<file path="src/rtl/inst_fetch_queue.sv">
// inst_fetch_queue: fetch stage in front of an asynchronous instruction ROM.
// Drives rom_address from fetch_pc, captures rom_rdata on the same edge and
// buffers {pc, inst} pairs in a DEPTH-entry FIFO that feeds decode over a
// valid/ready handshake. A redirect flushes the queue and restarts fetch.
// Fetch halts when the PC leaves the ROM range.
// Optional: define FETCH_MISALIGN_CHECK_EN to add a sticky fetch_misalign
// output and halt on a redirect to a non word-aligned address.
module inst_fetch_queue #(
  parameter int                 WIDTH     = 32,
  parameter int                 DEPTH     = 4,
  parameter int                 ROM_DEPTH = 2048,
  parameter logic [WIDTH-1:0]   RESET_PC  = '0
) (
  input  logic             clock,
  input  logic             nreset,
  output logic [WIDTH-1:0] rom_address,
  input  logic [WIDTH-1:0] rom_rdata,
  output logic             inst_valid,
  input  logic             inst_ready,
  output logic [WIDTH-1:0] inst,
  output logic [WIDTH-1:0] inst_pc,
  input  logic             redirect,
  input  logic [WIDTH-1:0] redirect_pc,
  output logic             halted
`ifdef FETCH_MISALIGN_CHECK_EN
  ,
  output logic             fetch_misalign
`endif
);

  localparam int             AW        = (DEPTH > 1) ? $clog2(DEPTH) : 1;
  localparam logic [AW:0]    FULL      = (AW+1)'(DEPTH);
  // one bit wider than the PC so the limit itself is representable
  localparam logic [WIDTH:0] ROM_LIMIT = (WIDTH+1)'(ROM_DEPTH) << 2;

  typedef struct packed {
    logic [WIDTH-1:0] pc;
    logic [WIDTH-1:0] inst;
  } entry_t;

  typedef enum logic {
    FETCH = 1'b0,
    HALT  = 1'b1
  } state_t;

  entry_t           mem [DEPTH];
  logic [AW-1:0]    rd_ptr, wr_ptr;
  logic [AW:0]      count;
  logic [WIDTH-1:0] fetch_pc;
  state_t           state, state_nxt;

  logic             push, pop;
  logic             pc_ok, rpc_ok, misalign;
  logic [WIDTH-1:0] rpc_al;

  // low two bits of a redirect target are always dropped
  assign rpc_al = {redirect_pc[WIDTH-1:2], 2'b00};
  assign pc_ok  = {1'b0, fetch_pc} < ROM_LIMIT;
  assign rpc_ok = {1'b0, rpc_al}   < ROM_LIMIT;

`ifdef FETCH_MISALIGN_CHECK_EN
  assign misalign = redirect && (redirect_pc[1:0] != 2'b00);
`else
  logic unused_lowbits;
  assign unused_lowbits = ^redirect_pc[1:0];
  assign misalign       = 1'b0;
`endif

  // the head is hidden during a redirect so nothing is consumed from a
  // queue that is about to be flushed
  assign inst_valid  = (count != '0) && !redirect;
  assign pop         = inst_valid && inst_ready;
  assign rom_address = fetch_pc;
  assign halted      = (state == HALT);
  assign inst        = (count != '0) ? mem[rd_ptr].inst : '0;
  assign inst_pc     = (count != '0) ? mem[rd_ptr].pc   : '0;

  // next state and push decision; redirect overrides everything
  always_comb begin
    state_nxt = state;
    push      = 1'b0;
    if (redirect) begin
      state_nxt = (rpc_ok && !misalign) ? FETCH : HALT;
    end else begin
      case (state)
        FETCH: begin
          // range is checked first so an out-of-range PC is never pushed
          if (!pc_ok) state_nxt = HALT;
          else        push      = (count != FULL) || pop;
        end
        HALT:    state_nxt = HALT;
        default: state_nxt = FETCH;
      endcase
    end
  end

  // state register
  always_ff @(posedge clock or negedge nreset) begin
    if (!nreset) state <= FETCH;
    else         state <= state_nxt;
  end

  // fetch PC: load on redirect, step one word per push
  always_ff @(posedge clock or negedge nreset) begin
    if (!nreset)       fetch_pc <= RESET_PC;
    else if (redirect) fetch_pc <= rpc_al;
    else if (push)     fetch_pc <= fetch_pc + WIDTH'(4);
  end

  // queue pointers and occupancy; a redirect empties the queue
  always_ff @(posedge clock or negedge nreset) begin
    if (!nreset) begin
      rd_ptr <= '0;
      wr_ptr <= '0;
      count  <= '0;
    end else if (redirect) begin
      rd_ptr <= '0;
      wr_ptr <= '0;
      count  <= '0;
    end else begin
      if (push) wr_ptr <= wr_ptr + 1'b1;
      if (pop)  rd_ptr <= rd_ptr + 1'b1;
      case ({push, pop})
        2'b10:   count <= count + 1'b1;
        2'b01:   count <= count - 1'b1;
        default: count <= count;
      endcase
    end
  end

  // entry storage; contents are only observed while count != 0
  always_ff @(posedge clock) begin
    if (push) begin
      mem[wr_ptr].pc   <= fetch_pc;
      mem[wr_ptr].inst <= rom_rdata;
    end
  end

`ifdef FETCH_MISALIGN_CHECK_EN
  // sticky misaligned-redirect flag, cleared only by reset
  always_ff @(posedge clock or negedge nreset) begin
    if (!nreset)       fetch_misalign <= 1'b0;
    else if (misalign) fetch_misalign <= 1'b1;
  end
`endif

endmodule
</file>
<file path="config.mk">
export PLATFORM = sky130hd
export DESIGN_NAME = inst_fetch_queue
export DESIGN_NICKNAME = d
export VERILOG_FILES = /design/src/rtl/inst_fetch_queue.sv
export SDC_FILE = /design/constraint.sdc
export NUM_CORES = 1
export LEC_CHECK = 0
export CORE_MARGIN = 3
export CORE_UTILIZATION = 40
export CTS_BUF_LIST = sky130_fd_sc_hd__clkbuf_8 sky130_fd_sc_hd__clkbuf_16
export DETAILED_ROUTE_END_ITERATION = 7
export SLEW_MARGIN = 25
export SYNTH_ARGS = -nofsm -noshare
export SYNTH_HDL_FRONTEND = slang
export SYNTH_SLANG_ARGS = --single-unit
</file>
<file path="constraint.sdc">
create_clock -name clock -period 9.5 [get_ports clock]
set_clock_uncertainty 0.05 [all_clocks]
set_input_delay 2.85 -clock clock [delete_from_list [all_inputs] [get_ports clock]]
set_output_delay 2.85 -clock clock [all_outputs]
set_load 0.03 [all_outputs]
</file>
==> run metrics, run 1 <==
outcome=completed; hold path endpoint=mem[2][61]; Rows=61; clock sinks=286; Syn Inst Count=604; Data arrival, critical path=3.72 ns; fin crit share=69.70%; mux share of post-synthesis cell area=14.25%; slowest CP cell=clkdlybuf4s50_1; Simple-Gate Fraction of Synth Area=7.492%; fraction of registers with async set/reset=13.29%; syn avg cell area=18.94 sq um; Clock transition at path regs=0.06 ns; Vias/cell=5.212; Final Hold Vio Count=0; CP startpoint kind=input port; post-synthesis sequential area ratio=73.41%; final setup fails=0; Routed WL per cell=20.50 um; post-route ant nets=0; dpl cells=1,114; Reg2Reg Launch Point=count[2]; I/O Pins=166; Unique masters post-synth=41; WHS Path Cells=0; H-tree depth=1; Crit. End Element=output port; routed via count=6,098; gr ovfl total=0; post-DP HPWL=13.95 mm; largest net degree at the start of global routing=64; Clock Latency Late Sink=0.54 ns; CTS Hold Bufs=0; die area=0.03067 sq mm; maximum capacitance violations=0; non-filler cells, final=1,170; total negative slack=0 ns; most common cell after layout, fill and taps aside=edfxtp_1; Die Y=175.1 um; post-CTS resize count=0; Top delay family on crit path=buffers and inverters; Req. time, crit path=6.60 ns; I/O Buffers=159; postcts setup bufs=0; hold path start=rom_address[29]; starting density of the core=40.84%; Setup Crit Path Kind=input port to output port; Yosys reg bits=286; vias in the first global route=6,646; Tightest Pin Transition=0.9945 ns; crit-path max FO=2; flop-to-flop setup slack=6.10 ns; RSZ-0062 raised after global routing=false; cells along the critical path=buf_2 > nor2_1 > clkdlybuf4s50_1; nets@finish=843; number of remaining DRC errors=0; Primary FF master, synth=edfxtp_1; Post-Route WL=23.99 mm; share of cells above drive strength 1=17.68%; Max VDD drop=0.1251 mV; slowest stage delay, CP=0.67 ns; min Tclk post-route=6.621 ns; CP Buf/Inv Count=2; worst r2r path cells=9; Syn Std Cell Area=0.01144 sq mm; Worst Hold Class=register to register; R2R Path End=count[2]; post-synthesis compound-gate area fraction=1.553%; Synth Area in XOR/XNOR=0.8422%; maximum clock rate=151.0 MHz; main combinational cell family by area after synthesis=multiplexers; Horiz. Die Dim=175.1 um; Post-synth EDFFs=248; GRT Overall Usage=15.85%; CTS root buf=clkbuf_16; RePlAce Congestion=0.7725; Max Transition Viols Final=0; Ys Warns=0; TritonCTS clock tree=built; leakage=4.654 nW; adder-cell share of the synthesized area=0.7219%; Power Dens Cells=183.8 mW/mm^2; CTS Buf Count=30; Core Region=0.02801 sq mm; Max Root-Sink Buffers=3; initial antenna violation count=0; Area Overhead vs Synth=25.77%; # diodes=0; Worst slew margin=33.70%; Pre-Repair DR Iteration Count=4; first-pass GRT wire length=38.07 mm; DR iter-0 viols=479; commonest cells after routing, fill and taps aside=248 x edfxtp_1, 157 x clkdlybuf4s50_1, 65 x and2_1
[area by class of cell]
cell class / instances / area [sq um]
inverter: 5 / 18.77
tap: 378 / 473.0
sequential: 286 / 8406
timing repair buffer: 167 / 1660
clock buffer: 31 / 775.7
multi-input combinational: 279 / 2880
clock inverter: 24 / 173.9
fill: 2334 / 13620
[cell families (layout without fill, tap and decap cells)]
kind of cell,after synthesis,in the layout
flops,286,286
simple gates,146,146
mux,83,83
buf+inv,42,227
compound gates,29,29
xor+xnor,11,11
fa+ha+maj,6,6
other cells,1,4
[per-stage QoR]
step | instance area (sq um) | hold slack, ns | power [W] | setup slack, ns | utilization [%]
2_1_floorplan | 11450 | 0.4920 | 0.001481 | 0.6315 | -
3_3_place_gp | 13410 | 0.5054 | 0.001553 | 2.856 | 47.88
3_5_place_dp | 13410 | 0.5353 | 0.001558 | 2.885 | 47.88
4_1_cts | 14360 | 0.5464 | 0.002673 | 2.874 | 51.27
5_1_grt | 14390 | 0.5702 | 0.002733 | 2.832 | 51.36
6_report | 14390 | 0.5443 | 0.002644 | 2.879 | 51.36
[layer usage]
layer,part of all wire (%),wire [um],GRT usage (%),vias up
met4,1.7,418,3.125,0
li1,-,-,-,2712
met3,4.7,1139,2.716,31
met5,0,0,0,-
met1,45,10700,22.03,3159
met2,49,11730,26.66,196
[where the power goes]
part	switching [W]	total, W	internal, W
sequential	0.0000278	0.00141	0.00139
combinational	0.0000601	0.000118	0.0000574
clock	0.000449	0.00111	0.000664
total	0.000537	0.00264	0.00211
[registers in the layout (all words and copies together) (netlist names)]
name and flops:
rom_address 30, rd_ptr 2, mem 248, wr_ptr 2, halted 1, count 3
[Yosys cell counts, drive strengths merged (2+ instances only)]
master	n	area [sq um]
mux4	62	1396
inv	5	18.77
dfrtp	38	950.9
clkbuf	21	78.83
xor2	4	35.03
a31oi	3	18.77
a211oi	3	22.52
nand2	19	71.32
edfxtp	248	7447
mux2i	2	20.02
mux2	19	214.0
nand4	6	37.54
nor3	4	20.02
or3	3	18.77
nor2b	3	18.77
and2	65	406.6
xnor2	7	61.31
nand3	7	40.04
a21oi	4	20.02
buf	16	96.34
nor4	17	125.1
nor2	11	41.29
ha	5	62.56
and3	4	25.02
nor3b	4	30.03
o21ai	13	65.06
[how the worst max path moves through the flow]
stage                    start         end  cells after the start
floorplan           inst_ready   mem[0][0]                      6
global placement      redirect  inst_valid                      3
detailed placement    redirect  inst_valid                      3
CTS                   redirect  inst_valid                      3
global route          redirect  inst_valid                      3
finish                redirect  inst_valid                      3
Power figures use the tool's default switching activity.
==> inputs of run 2 (changes only) <==
clock period = 6.2 ns   (was 9.5 ns; I/O delays follow)
==> run 2 against run 1 <==
Compared with the run above:
- clock power grew 66%
- highest routed layer unchanged
- final area rose by 0.79%
- utilization up 0.41 points
- hold slack got worse by 0.0090 ns
- via count decreased by 0.66%
==> run metrics, run 2 (same netlist as run 1, synthesis figures left out) <==
max reg flops=248 (unchanged); initial antenna violation count=0 (unchanged); CTS Buf Count=30 (unchanged); first-pass GRT wire length=37.35 mm (-1.9%); hold path start=rom_address[25]; Final Hold Vio Count=0 (unchanged); Die Y=175.1 um (unchanged); CTS Hold Bufs=0 (unchanged); post-route ant nets=0 (unchanged); Rows=61 (unchanged); Data arrival, critical path=3.22 ns (-0.50 ns); number of remaining DRC errors=0 (unchanged); Top reg by flops=mem; routed via count=6,058 (-0.66%); Post-DP Area=0.01347 sq mm (+0.41%); nets@finish=846 (+0.36%); Setup Crit Path Kind=register to output port; Area Overhead vs Synth=26.76%; final instance area=0.01450 sq mm (+0.79%); CP startpoint kind=register; CTS root buf=clkbuf_16; Vias/cell=5.165 (-0.91%); fin crit share=82.71%; commonest cells after routing, fill and taps aside=248 x edfxtp_1, 157 x clkdlybuf4s50_1, 65 x and2_1; Routed WL per cell=20.21 um (-1.4%); Horiz. Die Dim=175.1 um (unchanged); Worst Hold Class=register to register; worst r2r path cells=9 (unchanged); RSZ-0062 raised after global routing=false; vias in the first global route=6,529 (-1.8%); M1 GR Usage=21.40% (-0.63 points); largest net degree at the start of global routing=64 (unchanged); # diodes=0 (unchanged); Max Root-Sink Buffers=3 (unchanged); TritonCTS clock tree=built; post-CTS resize count=0 (unchanged); clock sinks=286 (unchanged); Req. time, crit path=4.29 ns (-2.31 ns); Tightest Pin Transition=1.009 ns (+0.01440 ns); GR Util met2=25.99% (-0.66 points); outcome=completed; leakage=4.705 nW (+1.1%); R2R Path End=count[2]; RePlAce Congestion=0.7751 (+0.34%); Pre-Repair DR Iteration Count=4 (unchanged); Post-Route WL=23.70 mm (-1.2%); Worst slew margin=32.74% (-0.96 points); Power Dens Cells=288.5 mW/mm^2 (+57%); Clock Latency Late Sink=0.54 ns (about the same); Crit. End Element=output port; share of cells above drive strength 1=18.74% (+1.1 points); post-DP HPWL=14.27 mm (+2.3%); min Tclk post-route=5.128 ns; busiest layer in global routing=met2; Core Region=0.02801 sq mm (unchanged); Max VDD drop=0.1684 mV (+35%); total negative slack=0 ns (unchanged); gr ovfl total=0 (unchanged); postcts setup bufs=0 (unchanged); Max Transition Viols Final=0 (unchanged); most common cell after layout, fill and taps aside=edfxtp_1; maximum clock rate=195.0 MHz; I/O Pins=166 (unchanged); post-place setup slack=1.481 ns (-1.404 ns); start point of the critical path=rd_ptr[0]; maximum capacitance violations=0 (unchanged); Reg2Reg Launch Point=rom_address[17]; Clock transition at path regs=0.06 ns (about the same); I/O Buffers=159 (unchanged); flop-to-flop setup slack=2.80 ns (-3.30 ns); starting density of the core=40.84% (unchanged); GRT Overall Usage=15.56% (-0.29 points); die area=0.03067 sq mm (unchanged); crit-path max FO=39 (+37); Critical Path End=inst_pc[18]; setup ws final=1.072 ns (-1.807 ns); DR iter-0 viols=529 (+10%); met3 Resource Use GR=3.281% (+0.56 points); final setup fails=0 (unchanged); H-tree depth=1 (unchanged)
## run 2: changes by cell type in the layout (fill, tap and decap cells not counted)
cell / before / now
buf_2: 1 / 2
bufinv_16: 3 / 6
clkinvlp_4: 0 / 1
clkinv_1: 10 / 6
buf_6: 1 / 0
clkinv_2: 4 / 6
buf_12: 1 / 2
buf_4: 7 / 9
inv_1: 12 / 10
## run 2: critical path, cell delays in order, from the launching register on
cell and delay (ns):
dfrtp_4 0.94, buf_4 0.39, mux4_2 0.53, and2_1 0.19
clkdlybuf4s50_1 0.59
## run 2: layout make-up
class | count | area, sq um
Clock inverter | 24 | 259.0
Clock buffer | 31 | 775.7
Timing Repair Buffer | 170 | 1689
Tap cell | 378 | 473.0
Inverter | 5 | 18.77
Fill cell | 2277 | 13510
Sequential cell | 286 | 8406
Multi-Input combinational cell | 279 | 2880
## run 2: worst min path at each step
stage,endpoint,slack [ns],cells past startpoint
floorplan,wr_ptr[1],0.49,2
global placement,wr_ptr[1],0.51,2
finish,mem[2][57],0.54,0
CTS,mem[0][61],0.54,0
global route,mem[0][61],0.56,0
detailed placement,mem[2][61],0.52,0
## run 2: through the flow
step | hold slack, ns | instances | total power (W) | utilization [%]
floorplan | 0.4920 | 607 | 0.002269 | -
global placement | 0.5111 | 1118 | 0.002380 | 48.08
detailed placement | 0.5213 | 1118 | 0.002387 | 48.08
CTS | 0.5382 | 1173 | 0.004231 | 51.77
global route | 0.5566 | 1173 | 0.004323 | 51.77
finish | 0.5354 | 1173 | 0.004184 | 51.77
## run 2: routing by layer
metal,part of all wire (%),vias up
met2,49,182
li1,-,2718
met1,43,3122
met4,1.7,0
met3,5.8,36
met5,0,-
## run 2: power by group
part	leakage [nW]	switching (W)	internal, W	total (W)
clock network	0.526	0.000692	0.00115	0.00184
logic	1.49	0.0000927	0.0000878	0.000180
registers	2.68	0.0000421	0.00212	0.00216
total	4.70	0.000827	0.00336	0.00418
